## src/rtl/fib_pkg.sv

```systemverilog
// Shared types for the Fibonacci stream checker:
// tagged-entry layout and checker state encoding.
package fib_pkg;

  localparam int FIB_DATA_W  = 32;
  localparam int FIB_INDEX_W = 8;

  typedef struct packed {
    logic [FIB_DATA_W-1:0]  data;
    logic [FIB_INDEX_W-1:0] index;
    logic                   err;
    logic                   wrap;
  } fib_entry_t;

  typedef enum logic [1:0] {
    S_EMPTY,
    S_ONE,
    S_RUN
  } chk_state_t;

endpackage

```

## src/rtl/fib_sync_fifo.sv

```systemverilog
// First-word-fall-through FIFO; the head is read
// straight from storage and forced to zero when empty.
module fib_sync_fifo
  import fib_pkg::*;
#(
  parameter int  DEPTH = 8,
  parameter type T     = fib_entry_t,
  localparam int AW    = $clog2(DEPTH),
  localparam int LW    = AW + 1
) (
  input  logic          clk,
  input  logic          rst,
  input  logic          clear_i,
  input  logic          push_i,
  input  T              data_i,
  input  logic          pop_i,
  output T              data_o,
  output logic [LW-1:0] level_o,
  output logic          full_o,
  output logic          empty_o
);

  T              mem_q [DEPTH];
  logic [AW-1:0] wr_q, wr_d;
  logic [AW-1:0] rd_q, rd_d;
  logic [LW-1:0] lvl_q, lvl_d;
  logic          do_pop;
  logic          do_push;

  assign empty_o = (lvl_q == '0);
  assign full_o  = (lvl_q == LW'(DEPTH));
  assign level_o = lvl_q;
  assign data_o  = empty_o ? T'('0) : mem_q[rd_q];

  assign do_pop  = pop_i && !empty_o;
  assign do_push = push_i && (!full_o || do_pop);

  always_comb begin
    wr_d  = wr_q;
    rd_d  = rd_q;
    lvl_d = lvl_q;
    if (do_push) wr_d = wr_q + 1'b1;
    if (do_pop) rd_d = rd_q + 1'b1;
    if (do_push && !do_pop) lvl_d = lvl_q + 1'b1;
    if (do_pop && !do_push) lvl_d = lvl_q - 1'b1;
  end

  always_ff @(posedge clk or posedge rst) begin
    if (rst) begin
      wr_q  <= '0;
      rd_q  <= '0;
      lvl_q <= '0;
    end else if (clear_i) begin
      wr_q  <= '0;
      rd_q  <= '0;
      lvl_q <= '0;
    end else begin
      wr_q  <= wr_d;
      rd_q  <= rd_d;
      lvl_q <= lvl_d;
    end
  end

  always_ff @(posedge clk) begin
    if (do_push && !clear_i) mem_q[wr_q] <= data_i;
  end

endmodule

```

## src/rtl/fib_stream_checker_fifo.sv

```systemverilog
// Tags each generator term with index, recurrence error
// and wrap flag, then buffers it; overflow is dropped.
module fib_stream_checker_fifo
  import fib_pkg::*;
#(
  parameter int  DATA_W  = FIB_DATA_W,
  parameter int  DEPTH   = 8,
  parameter int  INDEX_W = FIB_INDEX_W,
  parameter int  DROP_W  = 16,
  localparam int LW      = $clog2(DEPTH) + 1
) (
  input  logic               clk,
  input  logic               rst,
  input  logic               clear,
  input  logic               in_valid,
  input  logic [DATA_W-1:0]  in_data,
  output logic               out_valid,
  input  logic               out_ready,
  output logic [DATA_W-1:0]  out_data,
  output logic [INDEX_W-1:0] out_index,
  output logic               out_err,
  output logic               out_wrap,
  output logic               full,
  output logic [LW-1:0]      level,
  output logic [DROP_W-1:0]  drop_count
);

  typedef struct packed {
    logic [DATA_W-1:0]  data;
    logic [INDEX_W-1:0] index;
    logic               err;
    logic               wrap;
  } entry_t;

  chk_state_t         state_q, state_d;
  logic [INDEX_W-1:0] idx_q, idx_d;
  logic [DATA_W-1:0]  prev1_q, prev1_d;
  logic [DATA_W-1:0]  prev2_q, prev2_d;
  logic [DROP_W-1:0]  drop_q, drop_d;
  logic [DATA_W-1:0]  expected;
  entry_t             tag;
  entry_t             head;
  logic               empty;
  logic               pop;
  logic               push;
  logic               drop;

  assign pop  = out_valid && out_ready;
  assign push = in_valid && (!full || pop);
  assign drop = in_valid && full && !pop;

  assign expected = prev1_q + prev2_q;

  always_comb begin
    tag       = '0;
    tag.data  = in_data;
    tag.index = idx_q;
    state_d   = state_q;
    prev1_d   = prev1_q;
    prev2_d   = prev2_q;
    idx_d     = idx_q;
    drop_d    = drop_q;
    unique case (state_q)
      S_EMPTY: begin
        tag.err = (in_data != '0);
        state_d = S_ONE;
      end
      S_ONE: begin
        tag.err = (in_data != DATA_W'(1));
        state_d = S_RUN;
        prev2_d = prev1_q;
      end
      S_RUN: begin
        tag.err  = (in_data != expected);
        tag.wrap = (in_data < prev1_q);
        prev2_d  = prev1_q;
      end
      default: state_d = S_EMPTY;
    endcase
    // history follows the received term so one bad term resyncs
    prev1_d = in_data;
    if (idx_q != '1) idx_d = idx_q + 1'b1;
    if (drop && drop_q != '1) drop_d = drop_q + 1'b1;
  end

  always_ff @(posedge clk or posedge rst) begin
    if (rst) begin
      state_q <= S_EMPTY;
      idx_q   <= '0;
      prev1_q <= '0;
      prev2_q <= '0;
      drop_q  <= '0;
    end else if (clear) begin
      state_q <= S_EMPTY;
      idx_q   <= '0;
      prev1_q <= '0;
      prev2_q <= '0;
      drop_q  <= '0;
    end else if (in_valid) begin
      state_q <= state_d;
      idx_q   <= idx_d;
      prev1_q <= prev1_d;
      prev2_q <= prev2_d;
      drop_q  <= drop_d;
    end
  end

  fib_sync_fifo #(
    .DEPTH(DEPTH),
    .T    (entry_t)
  ) u_fifo (
    .clk    (clk),
    .rst    (rst),
    .clear_i(clear),
    .push_i (push),
    .data_i (tag),
    .pop_i  (pop),
    .data_o (head),
    .level_o(level),
    .full_o (full),
    .empty_o(empty)
  );

  assign out_valid  = !empty;
  assign out_data   = head.data;
  assign out_index  = head.index;
  assign out_err    = head.err;
  assign out_wrap   = head.wrap;
  assign drop_count = drop_q;

endmodule

```

## config.mk

```make
export PLATFORM = sky130hd
export DESIGN_NAME = fib_stream_checker_fifo
export DESIGN_NICKNAME = d
export VERILOG_FILES = /design/src/rtl/fib_pkg.sv /design/src/rtl/fib_sync_fifo.sv /design/src/rtl/fib_stream_checker_fifo.sv
export SDC_FILE = /design/constraint.sdc
export NUM_CORES = 1
export LEC_CHECK = 0
export ABC_AREA = 1
export CORE_ASPECT_RATIO = 2
export CORE_MARGIN = 2
export CORE_UTILIZATION = 30
export DETAILED_ROUTE_END_ITERATION = 6
export HOLD_SLACK_MARGIN = 0.03
export SLEW_MARGIN = 20
export SYNTH_ARGS = -nofsm -noshare
export SYNTH_HDL_FRONTEND = slang
export SYNTH_HIERARCHICAL = 1
export SYNTH_SLANG_ARGS = --single-unit
```

## constraint.sdc

```tcl
create_clock -name clk -period 4.52 [get_ports clk]
set_input_delay 1.13 -clock clk [delete_from_list [all_inputs] [get_ports clk]]
set_output_delay 1.13 -clock clk [all_outputs]
set_load 0.05 [all_outputs]
```

# Word-level counts from Yosys, hierarchy flattened
# Memories as Yosys holds them, arrays and structs flattened.
# Index checks and enable logic that the tools add are counted.
dict set report op_classes {
  n_addsub 7
  magnitude_cmp 1
  eq_ne 8
  n_mux 26
  reduce_logical 33
}
# cell count
set ops {}
lappend ops {{32-bit two-way mux} 5}
lappend ops {{16-bit two-way mux} 3}
lappend ops {{42-bit two-way mux} 1}
lappend ops {{32-bit adder} 1}
lappend ops {{32-bit less-than comparator} 1}
lappend ops {{32-bit by 1-bit != test with 1-bit output (second input constant)} 1}
lappend ops {{32-bit != test} 1}
lappend ops {{32-bit nonzero test} 1}
lappend ops {{8-bit two-way mux} 3}
lappend ops {{16-bit by 1-bit adder with 16-bit output (second input constant)} 1}
lappend ops {{16-bit != test (second input constant)} 1}
lappend ops {{3-bit two-way mux} 4}
lappend ops {{4-bit two-way mux} 3}
lappend ops {{2-bit nonzero test} 6}
lappend ops {{1-bit logical AND} 10}
lappend ops {{8-bit by 1-bit adder with 8-bit output (second input constant)} 1}
lappend ops {{8-bit != test (second input constant)} 1}
lappend ops {{2-bit AND reduction} 4}
lappend ops {{3-bit by 1-bit adder with 3-bit output (second input constant)} 2}
lappend ops {{1-bit logical NOT} 6}
lappend ops {{2-bit case mux with 3 select lines} 1}
lappend ops {{4-bit by 1-bit adder with 4-bit output (second input constant)} 1}
lappend ops {{4-bit == test (second input constant)} 1}
lappend ops {{4-bit logical NOT} 1}
lappend ops {{other kinds (11)} 15}
dict set report word_totals {
  ff_bits 100
  ram_bits 336
  inputBits 37
  out_inout_bits 64
  elab_cells 84
  memories 1
}
# name depth width rd rd_ports_with_merged_regs write_ports line_no
set mem_list {}
lappend mem_list {u_fifo.mem_q 8 42 1 0 1 fib_sync_fifo.sv:23} ;# T mem_q [DEPTH];

# Logic depth before layout (Yosys ltp)
dict set report logic_depth {
  ltp_word 10
  depth_mapped 22
  depth_no_buf 22
}

# Modules after synthesis
# Netlist, hierarchy kept.
# module instances cells_per_inst area_each_um2 seq_area_each_um2
set modules_own_cells {}
lappend modules_own_cells {fib_sync_fifo 1 1131 13952.1 10339.9}
lappend modules_own_cells {fib_stream_checker_fifo 1 1188 7766.2 2252.2}

# Worst setup path after synthesis
# OpenSTA, ideal clock, no wires.
dict set report synth_path {
  path_kind {register to register}
  from {reg u_fifo.lvl_q[0], in the netlist u_fifo/level_o[0]}
  to {mem u_fifo/mem_q[0][0] (netlist bit) (enable)}
  setup_time_ns 0.441
  arrival_time_ns 3.954
  t_required_ns 4.079
  path_slack_ns 0.124
  path_stages_with_launch 13
  synth_period_minus_slack_ns 4.396
  path_cell_list {dfrtp_1 -> nor2_1 -> nand2_1 -> buf_4 -> buf_1 -> inv_1 -> o21ai_0 -> inv_1 -> nor2_1 -> nand2_1 -> nor2_1 -> nand2_1 -> nor2_1}
}
dict set report synth_between {
  elab_chain_cells 9
}
# item line_no
set synth_rtl {}
lappend synth_rtl {{start, declared} fib_sync_fifo.sv:26} ;# logic [LW-1:0] lvl_q, lvl_d;
lappend synth_rtl {{start signal, assigned} fib_sync_fifo.sv:60} ;# lvl_q <= lvl_d;
lappend synth_rtl {{4-bit logical NOT} fib_sync_fifo.sv:30} ;# assign empty_o = (lvl_q == '0);
lappend synth_rtl {{named net empty} fib_stream_checker_fifo.sv:43} ;# logic empty;
lappend synth_rtl {{1-bit logical NOT} fib_stream_checker_fifo.sv:124} ;# assign out_valid = !empty;
lappend synth_rtl {{1-bit logical AND} fib_stream_checker_fifo.sv:48} ;# assign pop = out_valid && out_ready;
lappend synth_rtl {{1-bit logical OR} fib_stream_checker_fifo.sv:49} ;# assign push = in_valid && (!full || pop);
lappend synth_rtl {{1-bit logical AND} fib_stream_checker_fifo.sv:49}
lappend synth_rtl {{named net push} fib_stream_checker_fifo.sv:45} ;# logic push;
lappend synth_rtl {{1-bit logical AND} fib_sync_fifo.sv:36} ;# assign do_push = push_i && (!full_o || do_pop);
lappend synth_rtl {{1-bit logical AND} fib_sync_fifo.sv:65} ;# if (do_push && !clear_i) mem_q[wr_q] <= data_i;
lappend synth_rtl {{1-bit two-way mux} fib_sync_fifo.sv:65}
lappend synth_rtl {{1-bit two-way mux (implied by the code)} fib_sync_fifo.sv:65}
lappend synth_rtl {{end, declared} fib_sync_fifo.sv:23}
# The timed path passes the listed nets, and every way through them passes these cells.

# Final worst setup path
dict set report layout_path {
  from {reg u_fifo.rd_q[1]}
  to {out out_index[7]}
}
dict set report layout_between {
  elab_chain_cells 2
}
# item line_no
set layout_rtl {}
lappend layout_rtl {{start, declared} fib_sync_fifo.sv:25} ;# logic [AW-1:0] rd_q, rd_d;
lappend layout_rtl {{start signal, assigned} fib_sync_fifo.sv:59} ;# rd_q <= rd_d;
lappend layout_rtl {{memory 8 x 42 bit} -}
lappend layout_rtl {{42-bit two-way mux} fib_sync_fifo.sv:33} ;# assign data_o = empty_o ? T'('0) : mem_q[rd_q];
lappend layout_rtl {{end, declared} fib_stream_checker_fifo.sv:20} ;# output logic [INDEX_W-1:0] out_index,
# No other way between the ends.

==> flow_metrics.tcl <==
set metrics [dict create \
    p_leak_nw 10.1 \
    worst_pin_slew_ns 0.957 \
    place.gp.congestion 1.02 \
    synth_cell_types 46 \
    drt_iter0_drc 1059 \
    die_area_sq_mm 0.0747 \
    io_buffers 100 \
    antenna_found_initial 2 \
    cts_resized 0 \
    hpwl_microns 45800 \
    crit_family "flip-flops" \
    crit_slowest_cell "dfrtp_4" \
    hp-class "reg -> reg" \
    layout-drive-gt1-share_pct 9.15 \
    power_density_mw_per_mm2 399 \
    wirelength_microns 66600 \
    cpPeakStageDelay_ns 0.95 \
    grt_pass1_wl_microns 99900 \
    root_buffer "clkbuf_16" \
    intPower_w 0.00699 \
    area_growth_pct 16.8 \
    ant_nets 0 \
    cp_common_cell "o21ai_0" \
    p_switching_w 0.00314 \
    finalSetupViolCount 0 \
    synth_top_area_share_pct 46.5 \
    cp_data_required_time_ns 3.39 \
    status "complete, no violations" \
    stdcell_count 3374 \
    die_w_microns 194 \
    initial_core_util_pct 30.3 \
    dieHeight_microns 385 \
    wl_per_cell_microns 19.7 \
    pin_count 101 \
    grt_start_max_net_pins 170 \
    fin_setup_tns_ns 0 \
    ys_async_sr_fraction_pct 22.9 \
    holdWs_ns 0.520 \
    peakVddDrop_v 0.000226 \
    post_cts_buffers 0 \
    p_comb_share_pct 21.5 \
    clk_latency_ns 0.59 \
    fin_crit_ns 4.02 \
    yosys_warnings 6 \
    rsz0062_at_grt "false" \
    rows 139 \
    final_nets 2540 \
    critical_path.cell_chain "buf_4 > o21ai_0 > o21ai_1 > o21ai_0 > nor2_1 > buf_12" \
    cts_hold_buf 0 \
    via_per_inst 5.01 \
    ys_seq_elements 436 \
    drc 0 \
    cts_tree "done" \
    maxCapViolCount 0 \
    cp_max_fo 69 \
    path_clk_slew_ns 0.07 \
    grt_pass1_vias 17100 \
    relSlewSlack_pct 36.0 \
    crit_buf_inv 2 \
    sw_frac_of_total_pct 31.0 \
    h-tree-depth 2 \
    avgSynthCellArea_sq_um 9.37 \
    diodes 0 \
    synth-main-ff-cell "edfxtp_1" \
    syn_area_sq_mm 0.0217 \
    grt-ovfl-total 0 \
    finalClockSkew_ns 0.0308 \
    fin_crit_sh_pct 89.0 \
    fmax_ghz 0.249 \
    finalHoldViolations 0 \
    slew_viol_final 0 \
    endpoint_kind "primary output" \
    arrival_ns 2.89 \
    post-place-cells 3303 \
    clock_power_share_pct 34.5 \
    numCtsBuffers 39 \
    yosysTopAreaCell "edfxtp_1" \
    critPathLaunchType "flip-flop" \
    synthTopCellsByArea "edfxtp_1, dfrtp_1, nor2_1" \
    core_sq_mm 0.0717 \
    dr.pass1.iters 7 \
    p_seq_share_pct 44.0 \
    syn_nets 2431 \
    grt_usage_pct 17.6 \
    critical_path_class "reg -> out" \
    clock-sinks 436 \
    synth_edf_count 336 \
    yosysSeqAreaShare_pct 58.0 \
    syn_inst 2319 \
    cts_buffer_depth 3 \
    vias 16900 \
]
tightest hold or removal path, cell delays in order, from the launching register on:
cell,delay [ns]
dfrtp_1,0.35
nand3_1,0.07
o21ai_0,0.07
through the flow:
stage | util [%] | cell area (sq um) | total power [W] | setup slack, ns
final | 35.4 | 25400 | 0.0101 | 0.497
after global routing | 35.4 | 25400 | 0.0105 | 0.376
after CTS | 35.4 | 25400 | 0.0102 | 0.487
after detailed placement | 33.6 | 24000 | 0.00674 | 0.207
after global placement | 33.6 | 24000 | 0.00673 | 0.231
after floorplan | - | 21700 | 0.00592 | 0.124
final timing paths:
path / end / startpoint / slack, ns / cells after the start
min: prev2_q[15] / prev2_q[15] / 0.52 / 2
max in group asynchronous: idx_q[4] / rst / 2.54 / 3
min in group asynchronous: u_fifo/rd_q[2] / rst / 1.16 / 2
min reg2reg: prev2_q[15] / prev2_q[15] / 0.52 / 2
max reg2reg: u_fifo/mem_q[2][1] / prev2_q[0] / 0.96 / 19
max: out_index[7] / u_fifo/rd_q[1] / 0.50 / 6
layout make-up:
cell class	count	area, sq um
Clock buffer	43	1010
Clock inverter	28	315
Fill cell	7255	46300
Inverter	237	895
Multi-Input combinational cell	1551	7730
Sequential cell	436	12600
Tap cell	916	1150
Timing Repair Buffer	163	1670
state kept, by name, summed over array words and instances (netlist names), 3 cells and up:
| name | flops |
|---|---|
| u_fifo/mem_q | 336 |
| u_fifo/rd_q | 3 |
| idx_q | 8 |
| u_fifo/wr_q | 3 |
| u_fifo/level_o | 4 |
| drop_count | 16 |
| prev1_q | 32 |
| prev2_q | 32 |
metal layers:
metal / routed length [microns] / GRT usage (%) / up-vias
met1: 23900 / 17.9 / 8184
met5: 28 / 0 / -
li1: - / - / 8087
met2: 36100 / 34.2 / 460
met3: 2360 / 1.58 / 172
met4: 4250 / 11.0 / 4
layout by cell type (no fill, tap or decap), types with 24 or more instances in the layout:
cell type and n:
nand3_1 110, o21ai_1 64, ha_1 72, a21oi_1 51, clkdlybuf4s50_1 58, edfxtp_1 336, inv_1 231, buf_12 24
o22ai_1 32, nor2_1 427, nand4_1 51, dfrtp_1 97, clkbuf_16 40, buf_4 81, nand2_1 349, o21ai_0 293
logic make-up after synthesis:
| family | Yosys count | synth area share (%) |
|---|---|---|
| AND/OR/NAND/NOR | 1015 | 19.8 |
| AO/OA/AOI/OAI | 456 | 10.9 |
| flip-flops | 436 | 58.0 |
| buffers and inverters | 332 | 6.72 |
| adder cells (fa/ha/maj) | 75 | 4.39 |
| XOR/XNOR | 5 | 0.202 |
cells in the mapped netlist (14+ instances only):
| cell type | n |
|---|---|
| inv_1 | 233 |
| a21oi_1 | 51 |
| nor2_1 | 435 |
| buf_4 | 14 |
| clkbuf_1 | 43 |
| ha_1 | 73 |
| nand2_2 | 17 |
| o22ai_1 | 32 |
| nor3_1 | 15 |
| nand3_1 | 110 |
| nand2_1 | 351 |
| o21ai_0 | 293 |
| edfxtp_1 | 336 |
| nand4_1 | 51 |
| dfrtp_1 | 100 |
| o21ai_1 | 64 |
power by group through the flow:
stage	clock, W	combinational, W	sequential, W
2_1_floorplan	0	0.00138	0.00454
4_1_cts	0.00357	0.00220	0.00446
3_5_place_dp	0	0.00220	0.00455
6_report	0.00350	0.00217	0.00446
3_3_place_gp	0	0.00219	0.00455
5_1_grt	0.00368	0.00237	0.00447
(Power assumes the default switching activity.)
